**src/rtl/id_ex_stage.sv**
```systemverilog
// Decode-to-execute stage: 2-entry skid buffer, load-use detect, flush.
// Optional perf counters enabled by defining ID_EX_PERF_CNT_EN.
module id_ex_stage #(
  parameter int XLEN   = 32,
  parameter int CTRL_W = 22
) (
  input  logic              clk,
  input  logic              rst_n,
  input  logic              in_valid,
  output logic              in_ready,
  input  logic [CTRL_W-1:0] ctrl_i,
  input  logic [XLEN-1:0]   pc_i,
  input  logic [XLEN-1:0]   rs1_data_i,
  input  logic [XLEN-1:0]   rs2_data_i,
  input  logic [XLEN-1:0]   imm_i,
  input  logic [4:0]        rs1_i,
  input  logic [4:0]        rs2_i,
  input  logic [4:0]        rd_i,
  input  logic              flush_i,
  output logic              out_valid,
  input  logic              out_ready,
  output logic [CTRL_W-1:0] ctrl_o,
  output logic [XLEN-1:0]   pc_o,
  output logic [XLEN-1:0]   rs1_data_o,
  output logic [XLEN-1:0]   rs2_data_o,
  output logic [XLEN-1:0]   imm_o,
  output logic [4:0]        rs1_o,
  output logic [4:0]        rs2_o,
  output logic [4:0]        rd_o,
`ifdef ID_EX_PERF_CNT_EN
  output logic [31:0]       stall_cnt_o,
  output logic [31:0]       flush_cnt_o,
`endif
  output logic              load_use_stall_o
);

  typedef struct packed {
    logic [CTRL_W-1:0] ctrl;
    logic [XLEN-1:0]   pc;
    logic [XLEN-1:0]   rs1_data;
    logic [XLEN-1:0]   rs2_data;
    logic [XLEN-1:0]   imm;
    logic [4:0]        rs1;
    logic [4:0]        rs2;
    logic [4:0]        rd;
  } pay_t;

  pay_t in_p;
  pay_t main_q, main_d;
  pay_t skid_q, skid_d;
  logic main_v_q, main_v_d;
  logic skid_v_q, skid_v_d;
  logic hz, acc, drain;

  assign in_p = '{ctrl: ctrl_i, pc: pc_i,
                  rs1_data: rs1_data_i,
                  rs2_data: rs2_data_i,
                  imm: imm_i, rs1: rs1_i,
                  rs2: rs2_i, rd: rd_i};

  // ctrl bit 0 is MemRead: the held instruction is a load
  assign hz = main_v_q & main_q.ctrl[0]
            & (main_q.rd != 5'd0) & in_valid
            & ((rs1_i == main_q.rd)
             | (rs2_i == main_q.rd));

  assign load_use_stall_o = hz;
  assign in_ready  = ~skid_v_q & ~hz;
  assign out_valid = main_v_q;
  assign acc   = in_valid & in_ready & ~flush_i;
  assign drain = main_v_q & out_ready;

  assign ctrl_o     = main_q.ctrl;
  assign pc_o       = main_q.pc;
  assign rs1_data_o = main_q.rs1_data;
  assign rs2_data_o = main_q.rs2_data;
  assign imm_o      = main_q.imm;
  assign rs1_o      = main_q.rs1;
  assign rs2_o      = main_q.rs2;
  assign rd_o       = main_q.rd;

  always_comb begin
    main_d   = main_q;
    skid_d   = skid_q;
    main_v_d = main_v_q;
    skid_v_d = skid_v_q;
    if (flush_i) begin
      main_v_d = 1'b0;
      skid_v_d = 1'b0;
    end else if (drain) begin
      if (skid_v_q) begin
        main_d   = skid_q;
        skid_v_d = 1'b0;
      end else if (acc) begin
        main_d = in_p;
      end else begin
        main_v_d = 1'b0;
      end
    end else if (acc) begin
      if (!main_v_q) begin
        main_d   = in_p;
        main_v_d = 1'b1;
      end else begin
        skid_d   = in_p;
        skid_v_d = 1'b1;
      end
    end
  end

  always_ff @(posedge clk or negedge rst_n) begin
    if (!rst_n) begin
      main_q   <= '0;
      skid_q   <= '0;
      main_v_q <= 1'b0;
      skid_v_q <= 1'b0;
    end else begin
      main_q   <= main_d;
      skid_q   <= skid_d;
      main_v_q <= main_v_d;
      skid_v_q <= skid_v_d;
    end
  end

`ifdef ID_EX_PERF_CNT_EN
  logic [31:0] stall_cnt_q, stall_cnt_d;
  logic [31:0] flush_cnt_q, flush_cnt_d;

  always_comb begin
    stall_cnt_d = stall_cnt_q;
    flush_cnt_d = flush_cnt_q;
    if (in_valid && !in_ready && stall_cnt_q != '1)
      stall_cnt_d = stall_cnt_q + 32'd1;
    if (flush_i && (main_v_q || skid_v_q) && flush_cnt_q != '1)
      flush_cnt_d = flush_cnt_q + 32'd1;
  end

  always_ff @(posedge clk or negedge rst_n) begin
    if (!rst_n) begin
      stall_cnt_q <= '0;
      flush_cnt_q <= '0;
    end else begin
      stall_cnt_q <= stall_cnt_d;
      flush_cnt_q <= flush_cnt_d;
    end
  end

  assign stall_cnt_o = stall_cnt_q;
  assign flush_cnt_o = flush_cnt_q;
`endif

endmodule

```
**config.mk**
```make
export PLATFORM = sky130hd
export DESIGN_NAME = id_ex_stage
export DESIGN_NICKNAME = d
export VERILOG_FILES = /design/src/rtl/id_ex_stage.sv
export SDC_FILE = /design/constraint.sdc
export NUM_CORES = 1
export LEC_CHECK = 0
export CORE_MARGIN = 5
export CORE_UTILIZATION = 54
export DETAILED_ROUTE_END_ITERATION = 12
export PLACE_DENSITY = 0.95
export SYNTH_ARGS = -nofsm -noshare
export SYNTH_HDL_FRONTEND = slang
export SYNTH_SLANG_ARGS = --single-unit
```
**constraint.sdc**
```tcl
create_clock -name clk -period 6.15 [get_ports clk]
set_input_delay 1.23 -clock clk [delete_from_list [all_inputs] [get_ports clk]]
set_output_delay 1.23 -clock clk [all_outputs]
set_load 0.05 [all_outputs]
```
# [Word-level counts from Yosys, hierarchy flattened]
# Index checks and enable logic that the tools add are counted.
[word_totals] regBits=332 input_bits=170 out_inout_bits=168 elab_cells=59
[op_classes] reduce_logical=9 n_eq_ne=5 bitwise=13 n_mux=14
[ops] cell="$mux W165" count=5
[ops] cell="$eq A5 B5 Y1" count=2
[ops] cell="$mux W1" count=9
[ops] cell="$and A1 B1 Y1" count=8
[ops] cell="$reduce_and A4 Y1" count=2
[ops] cell="$ne A3 B3 Y1 const B" count=2
[ops] cell="$reduce_bool A3 Y1" count=2
[ops] cell="$reduce_bool A5 Y1" count=1
[ops] cell="$not A1 Y1" count=4
[ops] cell="$reduce_bool A2 Y1" count=2
[ops] cell="$reduce_and A3 Y1" count=1
[ops] cell="$ne A2 B1 Y1 const B" count=1
[ops] cell="$reduce_and A2 Y1" count=1
[ops] cell="$or A1 B1 Y1" count=1

# [Depth between registers and ports, before layout]
[logic_depth] depth_word=12 mapped_depth=7 mapped_depth_nobuf=5

# [Worst setup path after synthesis]
# OpenSTA, ideal clock, no wires.
[synth_timing] path_kind="input port to output port" from="in rs1_i[4]" to="out in_ready" slack_ps=2050 cell_stages=5 t_required_ps=4920 arrival_ps=2870 path_buffers=0 cell_sequence="xnor2_1 nand3_1 o22a_1 nor2_1 nor2_1"
[synth_via] elab_chain_cells=5
[synth_lines] item="from (decl)" line="16" rtl="input logic [4:0] rs1_i,"
[synth_lines] item="$eq A5 B5 Y1" line="64" rtl="& ((rs1_i == main_q.rd)"
[synth_lines] item="$or A1 B1 Y1" line="65" rtl="| (rs2_i == main_q.rd));"
[synth_lines] item="$and A1 B1 Y1" line="64"
[synth_lines] item="via load_use_stall_o" line="34" rtl="output logic load_use_stall_o"
[synth_lines] item="$not A1 Y1" line="68" rtl="assign in_ready = ~skid_v_q & ~hz;"
[synth_lines] item="$and A1 B1 Y1" line="68"
[synth_lines] item="to (decl)" line="10" rtl="output logic in_ready,"
# The timed path passes the listed nets, and every way through them passes these cells.

# [Worst setup path in the final report]
[layout_timing] from="in rs1_i[2]" to="out load_use_stall_o"
[layout_via] elab_chain_cells=3
[layout_lines] item="$eq A5 B5 Y1" line="64"
[layout_lines] item="$or A1 B1 Y1" line="65"
[layout_lines] item="$and A1 B1 Y1" line="64"
[layout_lines] item="to (decl)" line="34"
# No other way between the ends.

==> flow_metrics.tcl <==
set metrics [dict create \
    status "finished, final reports clean" \
    whs_path_depth 1 \
    dieHeight_um 174 \
    drt-initial-drc-count 402 \
    cp.arrival_ns 3.39 \
    cts_tree "built" \
    vias 8856 \
    clock_latency_ns 0.50 \
    hpwl_um 22700 \
    setup_ws_ns 1.53 \
    synth_edf_count 0 \
    comb_power_share_pct 32.5 \
    start_util_pct 54.4 \
    ys.flop_type "dfrtp_1" \
    clkPwrFrac_pct 27.4 \
    place_ws_ns 1.56 \
    worst-r2r-cell-count 6 \
    die_w_um 174 \
    synth_top_cell_area_share_pct 57.3 \
    ctsResizeCount 0 \
    path_class "input pin to output pin" \
    reg2reg_from "rd_o[2]$_DFFE_PN0P_" \
    grt_pass1_vias 10100 \
    avgSynthCellArea_um2 15.8 \
    die_area_um2 30200 \
    finalMaxSlewViolations 0 \
    slew_headroom_pct 20.0 \
    yosys-top-cells-area "dfrtp_1 57%, mux2_2 28%, mux2_1 10%, buf_6 1.3%, buf_2 0.62%" \
    tns_ns 0 \
    setup_viol 0 \
    dp.cells 1550 \
    postCtsHoldBufs 0 \
    grt_pass1_wl_um 55900 \
    post-synth-top-area-cell "dfrtp_1" \
    grt_usage_pct 22.8 \
    antenna_found_initial 2 \
    area_growth_pct 32.8 \
    grt_overflow 0 \
    core-area_um2 26700 \
    row_count 60 \
    vias_per_cell 5.49 \
    fin_skew_ns 0.0123 \
    io_pins 338 \
    p_sw_mw 2.65 \
    cts_inserted_buffers 36 \
    max_cap_viol_count 0 \
    first_pass_iters 4 \
    r2r_slack_ns 3.08 \
    yosysSeqAreaShare_pct 57.3 \
    nFillCells 1649 \
    power_frac_seq_pct 40.2 \
    wl_per_cell_um 21.3 \
    ir_drop_mv 0.388 \
    holdWs_ns 0.485 \
    setup.worst_path.start "rs1_i[2]" \
    drive_gt1_share_pct 33.7 \
    grt_max_degree 166 \
    h-tree-depth 2 \
    path_clk_slew_ns 0.05 \
    synthesis.instances 919 \
    layout_commonest_cell "mux2_2" \
    cp_slowest_stage_delay_ns 0.85 \
    ant_nets 0 \
    hp-start "imm_o[30]$_DFFE_PN0P_" \
    finalHoldViolCount 0 \
    p_leak_nw 8.03 \
    yosysUniqueCellTypes 23 \
    crit_path_start_kind "input pin" \
    gp_congestion 0.770 \
    required_ns 4.92 \
    root_buffer "clkbuf_16" \
    hold_end "imm_o[30]$_DFFE_PN0P_" \
    path_depth 6 \
    cp_common_cell "clkdlybuf4s50_1" \
    r2r-end "rs1_data_o[3]$_DFFE_PN0P_" \
    max_freq_mhz 216 \
    ys_ff_latch 332 \
    async_reset_ff_share_pct 100 \
    swShare_pct 34.2 \
    cp_top_family "buffers and inverters" \
    crit_slowest_cell "clkdlybuf4s50_1" \
    crit_buf_inv 2 \
    tightestPinTransition_ns 1.20 \
    ys_warn_count 0 \
    final_cell_mix "363 x mux2_2, 336 x clkdlybuf4s50_1, 332 x dfrtp_1" \
    wl_um 34400 \
    hold_class "flip-flop to flip-flop" \
    fin_nets 1417 \
    syn-num-nets 1089 \
    rsz0062_at_grt "false" \
    power_density_nw_per_um2 402 \
    period_share_pct 75.1 \
    clk_path_buf_depth 3 \
    portBuffers 337 \
    path_max_fanout 3 \
    end_kind "output pin" \
    drc_errors 0 \
    instances_no_fill 1614 \
    clock-sinks 332 \
    power.internal_mw 5.09 \
    fin_crit_ns 4.62 \
    crit_chain "clkdlybuf4s50_1 > xnor2_1 > nand3_1 > o22a_1 > nor2_1 > clkdlybuf4s50_1" \
    postCtsSetupRepairBufs 0 \
    syn_area_um2 14500 \
]
## registers in the layout (all words and copies together), names as in the netlist
register,flops
rs1_data_o,32
pc_o,32
skid_v_q,1
rs1_o,5
rd_o,5
skid_q,165
out_valid,1
imm_o,32
ctrl_o,22
rs2_o,5
rs2_data_o,32
## worst reg2reg max path, cell delays in order, from the launching register on
cell	delay, ns
dfrtp_1	0.48
or4_1	0.56
o211ai_1	0.29
a21oi_1	0.16
a221oi_4	0.31
buf_12	0.60
mux2_2	0.56
## power by group through the flow
stage          clock, mW  sequential [mW]  combinational [mW]
6_report            2.12             3.11                2.51
5_1_grt             2.26             3.18                2.63
4_1_cts             2.16             3.11                2.54
3_3_place_gp           0             3.07                2.46
3_5_place_dp           0             3.13                2.52
2_1_floorplan          0             4.01               0.667
## synth_stat cells, types with 2 or more instances
master and number:
mux2i_1 2, o21ai_0 3, clkbuf_1 19, inv_1 3, xnor2_1 10, mux2_2 363, mux2_1 130, nor2_1 3
buf_6 17, a21oi_1 3, dfrtp_1 332, buf_2 18, nand3_1 3, o211ai_1 2, nand2_1 3
## area by class of cell
| type | instances | area [um^2] | share of cell area (%) |
|---|---|---|---|
| Antenna cell | 2 | 5.00 | 0.0260 |
| Clock buffer | 54 | 1070 | 5.56 |
| Clock inverter | 8 | 101 | 0.527 |
| Inverter | 3 | 11.3 | 0.0585 |
| Multi-Input combinational cell | 529 | 5820 | 30.2 |
| Sequential cell | 332 | 8310 | 43.2 |
| Tap cell | 341 | 427 | 2.22 |
| Timing Repair Buffer | 345 | 3500 | 18.2 |
## worst max path at each step
stage | to | slack [ns]
2_1_floorplan | in_ready | 2.05
3_3_place_gp | load_use_stall_o | 1.59
3_5_place_dp | load_use_stall_o | 1.56
4_1_cts | load_use_stall_o | 1.53
5_1_grt | load_use_stall_o | 1.39
6_report | load_use_stall_o | 1.53
## cells by family after synthesis
group,Yosys count,synth area share (%)
flops,332,57.3
simple gates,13,0.449
buf+inv,58,2.54
mux,495,38.5
xor+xnor,10,0.604
compound gates,11,0.613
## per-stage QoR
| step | util [%] | cell area (um^2) | total power [mW] |
|---|---|---|---|
| final | 72.2 | 19200 | 7.74 |
| after global routing | 72.2 | 19200 | 8.06 |
| after CTS | 72.2 | 19200 | 7.81 |
| after detailed placement | 67.8 | 18100 | 5.65 |
| after global placement | 67.8 | 18100 | 5.53 |
| after floorplan | - | 14500 | 4.68 |
## per-layer routing
metal | track usage (%) | wire length [um]
met1 | 27.4 | 13500
met2 | 39.5 | 17300
met3 | 6.59 | 2440
met4 | 7.39 | 1130
met5 | 0 | 0
Note: power is estimated with default switching activity, not from simulation.
